<file path="src/rtl/sdram_arb_pkg.sv">
// Shared definitions for the SDRAM port arbiter: default geometry, the
// burst-length field width used on the controller side, and FSM encodings.
package sdram_arb_pkg;

   // sdram_para: default arbiter geometry and controller field widths
   localparam int SDRAM_N_PORTS_DEF = 4;
   localparam int SDRAM_ADDR_W_DEF  = 22;
   localparam int SDRAM_BYTE_W      = 9;   // burst length 1..256

   // Arbiter transaction states
   typedef enum logic [1:0] {
      ST_IDLE  = 2'd0,
      ST_ISSUE = 2'd1,
      ST_WAIT  = 2'd2,
      ST_DONE  = 2'd3
   } arb_state_e;

endpackage

</file>
<file path="src/rtl/sdram_rr_pick.sv">
// Combinational round-robin picker: scans requests starting at the port
// after last_grant_i (wrapping modulo N_PORTS) and returns the first one.
module sdram_rr_pick
   import sdram_arb_pkg::*;
#(
   parameter int N_PORTS = SDRAM_N_PORTS_DEF,
   parameter int IDX_W   = $clog2(N_PORTS)
) (
   input  logic [N_PORTS-1:0] req_i,
   input  logic [IDX_W-1:0]   last_grant_i,
   output logic [N_PORTS-1:0] winner_o,
   output logic [IDX_W-1:0]   winner_idx_o,
   output logic               valid_o
);

   // Priority scan from last_grant_i+1 around to last_grant_i itself
   always_comb begin
      int               cand;
      logic [IDX_W-1:0] cand_idx;
      // NOTE: every output gets a default before the loop so no path leaves
      // a variable unassigned, which would otherwise infer a latch.
      winner_o     = '0;
      winner_idx_o = '0;
      valid_o      = 1'b0;
      cand         = 0;
      cand_idx     = '0;
      for (int k = 1; k <= N_PORTS; k++) begin
         cand = int'(last_grant_i) + k;
         if (cand >= N_PORTS) cand = cand - N_PORTS;
         cand_idx = IDX_W'(cand);
         if (!valid_o && req_i[cand_idx]) begin
            valid_o            = 1'b1;
            winner_o[cand_idx] = 1'b1;
            winner_idx_o       = cand_idx;
         end
      end
   end

endmodule

</file>
<file path="src/rtl/sdram_port_arb.sv">
// Multi-port SDRAM access arbiter. Grants one requester at a time, issues
// its read/write burst to the controller, routes the controller's data
// strobes back to the owner and pulses port_done when the burst completes.
// A busy period without any ack (refresh) causes the same grant to re-issue.
// Build option: define SDRAM_ARB_PRIO_EN to give port 0 absolute priority,
// with the remaining ports round-robin among themselves.
module sdram_port_arb
   import sdram_arb_pkg::*;
#(
   parameter int N_PORTS = SDRAM_N_PORTS_DEF,
   parameter int ADDR_W  = SDRAM_ADDR_W_DEF
) (
   input  logic                              clk,
   input  logic                              rst,
   input  logic [N_PORTS-1:0]                port_req,
   input  logic [N_PORTS-1:0]                port_r_wn,
   input  logic [SDRAM_BYTE_W*N_PORTS-1:0]   port_byte,
   input  logic [ADDR_W*N_PORTS-1:0]         port_addr,
   output logic [N_PORTS-1:0]                port_wr_ack,
   output logic [N_PORTS-1:0]                port_rd_ack,
   output logic [N_PORTS-1:0]                port_done,
   output logic                              sdram_wr_req,
   output logic                              sdram_rd_req,
   output logic [SDRAM_BYTE_W-1:0]           sdwr_byte,
   output logic [SDRAM_BYTE_W-1:0]           sdrd_byte,
   output logic [ADDR_W-1:0]                 sdram_addr,
   input  logic                              sdram_wr_ack,
   input  logic                              sdram_rd_ack,
   input  logic                              sdram_busy,
   input  logic                              sdram_init_done,
   output logic [N_PORTS-1:0]                grant
);

   localparam int IDX_W = $clog2(N_PORTS);

   arb_state_e                state_q, state_d;
   logic [N_PORTS-1:0]        grant_q, grant_d;
   logic [IDX_W-1:0]          grant_idx_q, grant_idx_d;
   logic [IDX_W-1:0]          last_q, last_d;
   logic                      served_q, served_d;
   logic                      r_wn_q, r_wn_d;
   logic [SDRAM_BYTE_W-1:0]   byte_q, byte_d;
   logic [ADDR_W-1:0]         addr_q, addr_d;

   logic [N_PORTS-1:0]        pick_req, pick_oh;
   logic [IDX_W-1:0]          pick_idx;
   logic                      pick_valid;
   logic [N_PORTS-1:0]        win_oh;
   logic [IDX_W-1:0]          win_idx;
   logic                      win_valid;
   logic                      sel_r_wn;
   logic [SDRAM_BYTE_W-1:0]   sel_byte;
   logic [ADDR_W-1:0]         sel_addr;

   sdram_rr_pick #(
      .N_PORTS (N_PORTS),
      .IDX_W   (IDX_W)
   ) u_rr_pick (
      .req_i        (pick_req),
      .last_grant_i (last_q),
      .winner_o     (pick_oh),
      .winner_idx_o (pick_idx),
      .valid_o      (pick_valid)
   );

`ifdef SDRAM_ARB_PRIO_EN
   // Port 0 overrides; round-robin only arbitrates among ports 1..N-1
   assign pick_req  = {port_req[N_PORTS-1:1], 1'b0};
   assign win_valid = port_req[0] | pick_valid;
   assign win_oh    = port_req[0] ? N_PORTS'(1) : pick_oh;
   assign win_idx   = port_req[0] ? '0 : pick_idx;
`else
   assign pick_req  = port_req;
   assign win_valid = pick_valid;
   assign win_oh    = pick_oh;
   assign win_idx   = pick_idx;
`endif

   // Mux the winner's direction, burst length and address out of the packed buses
   always_comb begin
      sel_r_wn = 1'b0;
      sel_byte = '0;
      sel_addr = '0;
      for (int p = 0; p < N_PORTS; p++) begin
         if (win_oh[p]) begin
            sel_r_wn = port_r_wn[p];
            sel_byte = port_byte[p*SDRAM_BYTE_W +: SDRAM_BYTE_W];
            sel_addr = port_addr[p*ADDR_W +: ADDR_W];
         end
      end
   end

   // State and transaction registers; async reset aborts any burst in flight
   always_ff @(posedge clk or posedge rst) begin
      if (rst) begin
         state_q     <= ST_IDLE;
         grant_q     <= '0;
         grant_idx_q <= '0;
         last_q      <= IDX_W'(N_PORTS - 1);
         served_q    <= 1'b0;
         r_wn_q      <= 1'b0;
         byte_q      <= '0;
         addr_q      <= '0;
      end else begin
         // NOTE: sequential state uses non-blocking assignments so every
         // register samples the pre-edge values of the others.
         state_q     <= state_d;
         grant_q     <= grant_d;
         grant_idx_q <= grant_idx_d;
         last_q      <= last_d;
         served_q    <= served_d;
         r_wn_q      <= r_wn_d;
         byte_q      <= byte_d;
         addr_q      <= addr_d;
      end
   end

   // Next-state logic: grant in IDLE, issue until busy, wait for acks, finish
   always_comb begin
      state_d     = state_q;
      grant_d     = grant_q;
      grant_idx_d = grant_idx_q;
      last_d      = last_q;
      served_d    = served_q;
      r_wn_d      = r_wn_q;
      byte_d      = byte_q;
      addr_d      = addr_q;
      case (state_q)
         ST_IDLE: begin
            if (sdram_init_done && !sdram_busy && win_valid) begin
               grant_d     = win_oh;
               grant_idx_d = win_idx;
               r_wn_d      = sel_r_wn;
               byte_d      = sel_byte;
               addr_d      = sel_addr;
               state_d     = ST_ISSUE;
            end
         end
         ST_ISSUE: begin
            if (sdram_busy) state_d = ST_WAIT;
         end
         ST_WAIT: begin
            served_d = served_q | sdram_wr_ack | sdram_rd_ack;
            // Busy dropping with no ack means a refresh took the slot: retry
            if (!sdram_busy) state_d = served_d ? ST_DONE : ST_ISSUE;
         end
         ST_DONE: begin
`ifdef SDRAM_ARB_PRIO_EN
            // Port 0 wins by priority, so it does not move the rotation pointer
            if (grant_idx_q != '0) last_d = grant_idx_q;
`else
            last_d = grant_idx_q;
`endif
            grant_d  = '0;
            served_d = 1'b0;
            state_d  = ST_IDLE;
         end
         default: state_d = ST_IDLE;
      endcase
   end

   assign sdram_wr_req = (state_q == ST_ISSUE) && !r_wn_q;
   assign sdram_rd_req = (state_q == ST_ISSUE) &&  r_wn_q;
   assign port_done    = (state_q == ST_DONE) ? grant_q : '0;
   assign port_wr_ack  = {N_PORTS{sdram_wr_ack}} & grant_q;
   assign port_rd_ack  = {N_PORTS{sdram_rd_ack}} & grant_q;
   assign grant        = grant_q;
   assign sdwr_byte    = byte_q;
   assign sdrd_byte    = byte_q;
   assign sdram_addr   = addr_q;

endmodule

</file>
<file path="config.mk">
export PLATFORM = sky130hd
export DESIGN_NAME = sdram_port_arb
export DESIGN_NICKNAME = d
export VERILOG_FILES = /design/src/rtl/sdram_arb_pkg.sv /design/src/rtl/sdram_rr_pick.sv /design/src/rtl/sdram_port_arb.sv
export SDC_FILE = /design/constraint.sdc
export NUM_CORES = 1
export LEC_CHECK = 0
export ABC_AREA = 0
export BUFFER_PORTS_ARGS = -buffer_cell sky130_fd_sc_hd__buf_4
export CAP_MARGIN = 30
export CORE_ASPECT_RATIO = 1.25
export CORE_MARGIN = 8
export CORE_UTILIZATION = 30
export CTS_CLUSTER_SIZE = 25
export DETAILED_ROUTE_END_ITERATION = 10
export PLACE_DENSITY_LB_ADDON = 0.15
export SYNTH_ARGS = -nofsm -noshare
export SYNTH_HDL_FRONTEND = slang
export SYNTH_SLANG_ARGS = --single-unit
</file>
<file path="constraint.sdc">
create_clock -name clk -period 5 [get_ports clk]
set_clock_uncertainty 0.2 [all_clocks]
set_input_delay 0.25 -clock clk [delete_from_list [all_inputs] [get_ports clk]]
set_output_delay 0.25 -clock clk [all_outputs]
set_load 0.02 [all_outputs]
</file>
== Yosys cells after proc, flatten, opt, wreduce, memory -nomap -nowiden ==
Index checks and enable logic that the tools add are counted.
Cells by class
  $lt $le $gt $ge: 12
  reductions and logical operators: 22
  muxes and demuxes: 53
  bitwise logic cells: 7
  $add $sub $neg: 8
  equality and inequality tests: 6
Operator list (number)
  22-bit 2-to-1 mux: 4
  9-bit 2-to-1 mux: 4
  2-bit 2-to-1 mux: 12
  4-bit 2-to-1 mux: 6
  1-bit 2-to-1 mux: 16
  2-bit by 3-bit < comparator with 1-bit output, second input constant: 4
  4-bit OR: 3
  1-bit logical AND: 11
  3-bit >= comparator, second input constant: 3
  4-bit AND: 2
  1-bit binary-select mux with 2-bit select: 4
  1-bit demux with 2-bit select: 4
  2-bit by 1-bit >= comparator with 1-bit output, second input constant: 4
  2-bit one-hot mux with 4 select lines: 1
  4-bit one-hot mux with 2 select lines: 1
  2-bit by 1-bit subtractor with 2-bit output, second input constant: 4
  2-bit by 2-bit adder with 3-bit output, second input constant: 2
  2-bit != test, second input constant: 3
  1-bit zero test: 5
  2-bit by 3-bit adder with 4-bit output, second input constant: 1
  2-bit equality test, second input constant: 2
  4-bit by 3-bit >= comparator with 1-bit output, second input constant: 1
  2-bit AND reduction: 2
  2-bit nonzero test: 2
  other kinds (6): 7
Word-level totals
  word-level logic and storage cells: 116
  input port bits: 138
  register bits: 43
  output and inout bits: 58

== Logic depth before layout (Yosys ltp) ==
  depth after elaboration: 19
  gate-level depth with buffers: 13
  gate-level depth less buffers: 8

== Cells and area by module ==
A second synthesis with hierarchy kept.
Unflattened totals
  cells, all modules: 395
  area, all modules: 3422.0 um^2
By module, submodules not included
  sdram_port_arb: area an instance 2896.5 um^2, sequential area each 1078.5 um^2, instances 1, cells each 327
  sdram_rr_pick: area an instance 525.5 um^2, sequential area each 0.0 um^2, instances 1, cells each 68

== Least setup slack after synthesis ==
OpenSTA, ideal clock, no wires.
  path type: register -> register
  from: register last_q[0]
  to: register r_wn_q
  setup time: 0.123 ns
  arrival: 3.399 ns
  path buffers: 5
  stages on the path, launching flop included: 14
  setup slack: 1.279 ns
  data required time: 4.677 ns
  clock period less this slack: 3.721 ns
  cells stage by stage: dfstp_2 -> buf_6 -> clkbuf_1 -> inv_1 -> ha_1 -> buf_6 -> mux4_2 -> nor2b_2 -> a221o_1 -> a22oi_2 -> or3b_1 -> buf_6 -> buf_6 -> o221a_1
Between the ends
  longest elaborated chain between the ends: 19
  elaborated cells between the ends (all ways): 67
  classes of those cells: 8 x add/sub; 12 x order compare; 32 x mux; 3 x bitwise; 12 x reduce/logical
RTL lines
  start, declared: line sdram_port_arb.sv:39  | logic [IDX_W-1:0] last_q, last_d;
  start signal, assigned: line sdram_port_arb.sv:99  | last_q <= IDX_W'(N_PORTS - 1);
  start signal, assigned: line sdram_port_arb.sv:110  | last_q <= last_d;
  branches (longest 19 deep; another with 2-bit by 1-bit adder with 3-bit output)
  end signal, assigned: line sdram_port_arb.sv:112  | r_wn_q <= r_wn_d;
  end, declared: line sdram_port_arb.sv:41  | logic r_wn_q, r_wn_d;
Parallel ways; which one is timed is not known. The select of a mux whose other input is x is not followed.
A chain may end at the register's enable or synchronous reset.

== Final worst setup path ==
  from: register last_q[0]
  to: register byte_q[3], in the netlist sdrd_byte[3]
Between the ends
  longest elaborated chain between the ends: 19
  elaborated cells between the ends (all ways): 67
  classes of those cells: 8 x add/sub; 12 x order compare; 32 x mux; 3 x bitwise; 12 x reduce/logical
RTL lines
  branches (longest 19 deep; another with 2-bit by 1-bit adder with 3-bit output)
  end signal, assigned: line sdram_port_arb.sv:113  | byte_q <= byte_d;
  end, declared: line sdram_port_arb.sv:42  | logic [SDRAM_BYTE_W-1:0] byte_q, byte_d;
Parallel ways; which one is timed is not known. The select of a mux whose other input is x is not followed.

==> out/results.tsv <==
stage	metric	value	unit
yosys	Mapped Cells	381	
yosys	synth unique cells	51	
placed_design	Post-DP HPWL	10180	µm
die	initial core utilization	30.85	%
sta	RSZ-0062 raised after global routing	no	
global_route	initial antenna violation count	0	
worst_setup_path	CP Capture Type	register	
finish	share of layout cells above drive strength 1	42.96	%
route	drt via density	5.345	
finish	area of the multi-input gates	1979	µm²
global_route	global-route wire length before repair	20830	µm
run	max_cap viols	0	
outcome	run status	complete, no violations	
die	Die W	111.5	µm
yosys	post-synthesis mux area share	3.256	%
worst_hold_path	Min-Delay Startpoint	port_addr[65]	
finish	filler instances	1100	
clocking	clk buf depth	2	
route	routed length per instance	19.86	µm
yosys	Warnings, synthesis	0	
pwr	maximum vdd drop	319.9	µV
yosys	xor-xnor portion of the synthesized cell area	0	%
worst_setup_path	Worst R2R Path Depth	9	
sta	Final period util	79.74	%
yosys	main combinational cell family by area after synthesis	compound AO/OA/AOI/OAI gates	
yosys	Syn Area/Cell	8.975	µm²
global_route	global-route usage over all layers	16.91	%
pwr	Clk network pwr share	10.1	%
yosys	Adder-Cell Fraction of Synth Area	2.927	%
finish	most common cell after layout, fill and taps aside	buf_4	
worst_setup_path	Critical Path Start	last_q[0]	
sta	final hold vios	0	
route	via count	3645	
route	drt pass-1 iters	4	
global_route	vias in the first global route	3820	
finish	Area growth syn-to-layout	46.47	%
sta	FMAX	0.2508	GHz
yosys	Synth Area in Compound Gates	30.63	%
worst_setup_path	WP data required	4.96	ns
die	die footprint	15090	µm²
yosys	synthesis-stage register bit count	43	
die	die height	135.4	µm
sta	max-slew violations	0	
sta	final setup TNS	0	ns
die	core area	11080	µm²
finish	diodes inserted	0	
pwr	Net Sw Frac	48.50	%
global_route	largest net degree at the start of global routing	44	
worst_setup_path	Worst setup SP type	register	
die	I/O pin count	196	
worst_setup_path	Reg-to-Reg Start	last_q[0]	
yosys	post-synthesis simple-gate area fraction	20.64	%
sta	worst slew pin tran	0.6563	ns
worst_setup_path	Crit path arrival time	3.95	ns
finish	final non-filler cell area	5009	µm²
worst_setup_path	critical path fanouts, max	23	
pwr	internal power	1.628	mW
clocking	Inserted Clock Buffers	5	
clocking	clock slew at reported path FFs	0.07	ns
placed_design	dpl cell area	4837	µm²
sta	Finish-stage setup viols	0	
worst_hold_path	Hold Crit Class	in -> reg	
yosys	cell area after synthesis	3420	µm²
clocking	Root Driver	clkbuf_16	
finish	nets@finish	692	
worst_hold_path	Hold EP	sdram_addr[21]	
route	post-route ant nets	0	
clocking	clk_lat worst skew	0.28	ns
worst_setup_path	critical path class	reg -> reg	
route	Starting DRT DRC Count	216	
finish	Reg area	1079	µm²
worst_hold_path	hold path depth	2	
route	WL final	13540	µm
sta	crit path time final	3.987	ns
worst_setup_path	r2r setup slk	1.01	ns
clocking	# H-tree levels	2	
yosys	Net Count, Synth	527	
worst_setup_path	reg2reg end	sdrd_byte[3]	
yosys	sequential area share after synthesis	31.54	%
clocking	CTS tree	done	
sta	Slew headroom	55.67	%
placed_design	GP Congestion	0.8486	
pwr	total net switching power	1.533	mW
clocking	post-cts sizing count	0	
clocking	Setup Buffers After CTS	0	
placed_design	quantity of I/O buffers inserted on ports	195	
pwr	power share of the sequential group	21.6	%
route	DR DRC count	0	
pwr	part of the power in combinational logic	68.3	%
clocking	Clock Sinks	43	
pwr	Power Dens Cells	631.1	nW/µm²
global_route	total grt overflow	0	
pwr	Leakage	2.292	nW
die	# rows	43	
finish	most frequent cells in the layout	buf_4 (201), nor2_1 (70), dfrtp_1 (41)	
worst max-delay path, cell delays in order (launching register included):
cell and delay, ns:
dfstp_2 0.73, inv_1 0.16, ha_1 0.46, mux4_2 0.53, nor2b_2 0.20, a221o_1 0.31
a22oi_2 0.15, or3b_1 0.61, buf_16 0.27, o221a_1 0.24
power groups by stage:
stage | clock network, mW | registers, mW | logic (mW)
2_1_floorplan | 0 | 0.805 | 1.42
3_3_place_gp | 0 | 0.681 | 2.13
3_5_place_dp | 0 | 0.688 | 2.18
4_1_cts | 0.328 | 0.685 | 2.19
5_1_grt | 0.338 | 0.713 | 2.35
6_report | 0.319 | 0.683 | 2.16
Yosys cell counts, drive strengths merged:
library cell / n / area, µm²
nor2: 70 / 262.8
dfrtp: 41 / 1026
nand3: 36 / 180.2
a21oi: 35 / 175.2
o2bb2ai: 33 / 307.8
o221a: 32 / 360.4
buf: 27 / 240.2
clkbuf: 20 / 105.1
nand2: 10 / 47.55
and2: 8 / 50.05
ha: 8 / 100.1
o21ai: 8 / 51.30
and3: 4 / 25.02
inv: 4 / 15.01
a221o: 3 / 32.53
mux2: 3 / 33.78
mux4: 3 / 67.56
nand2b: 3 / 18.77
nor3b: 3 / 27.52
a21o: 2 / 15.01
a22oi: 2 / 25.02
and3b: 2 / 17.52
dfstp: 2 / 52.55
nor2b: 2 / 15.02
nor3: 2 / 10.01
nor4: 2 / 12.51
o21a: 2 / 15.01
or3b: 2 / 17.52
a2111o: 1 / 11.26
a211oi: 1 / 7.510
a21bo: 1 / 10.01
a221oi: 1 / 15.01
clkinv: 1 / 3.750
dlymetal6s2s: 1 / 12.51
mux2i: 1 / 10.01
nand3b: 1 / 7.510
o22ai: 1 / 12.51
o41ai: 1 / 8.760
or3: 1 / 6.260
or4: 1 / 7.510
metrics by stage:
| step | cells | power, mW | hold slack, ns | utilization [%] | setup slack, ns |
|---|---|---|---|---|---|
| after CTS | 680 | 3.201 | 0.02151 | 44.92 | 1.022 |
| after global routing | 682 | 3.401 | 0.04244 | 45.19 | 0.8310 |
| after detailed placement | 672 | 2.872 | 0.2643 | 43.64 | 1.030 |
| after floorplan | 381 | 2.221 | 0.1948 | - | 1.279 |
| after global placement | 669 | 2.813 | 0.2591 | 42.90 | 0.9160 |
| final | 682 | 3.161 | 0.04025 | 45.19 | 1.013 |
flip-flops by register name, summed over array words and instances, names as in the netlist:
name,cells
grant,4
last_q,2
sdrd_byte,9
grant_idx_q,2
state_q,2
sdram_addr,22
r_wn_q,1
served_q,1
how the worst max path moves through the flow:
stage	depth (start not counted)	slack, ns	endpoint
final	9	1.01	sdrd_byte[3]
after CTS	9	1.02	sdrd_byte[3]
after global routing	9	0.83	sdrd_byte[3]
after floorplan	13	1.28	r_wn_q
after global placement	8	0.92	sdram_addr[15]
after detailed placement	9	1.03	sdrd_byte[3]
routing by layer:
layer  GRT usage, %  part of all wire (%)  up-vias
met1          19.49                    41     1728
met5              0                     0        -
li1               -                     -     1740
met3          4.743                   7.2       20
met2          29.52                    49      157
met4          5.494                   2.4        0
cell families (layout without fill, tap and decap cells):
family | after synthesis | count (layout)
flops | 43 | 43
mux | 7 | 7
compound gates | 123 | 123
simple gates | 147 | 147
buf+inv | 53 | 219
fa+ha+maj | 8 | 8
final cells by class:
class	count	area share, %
well taps	135	3.372
clock inverters	2	0.2498
clock buffers	6	2.573
flip-flops and latches	43	21.53
multi-input cells	285	39.52
repair buffers	206	32.38
inverters	5	0.3747
what timing repair did:
action,4_1_cts,5_1_grt
endpoints found under the hold margin,0,18
setup endpoints to repair,0,0
hold buffers,0,1
(Power assumes the default switching activity.)
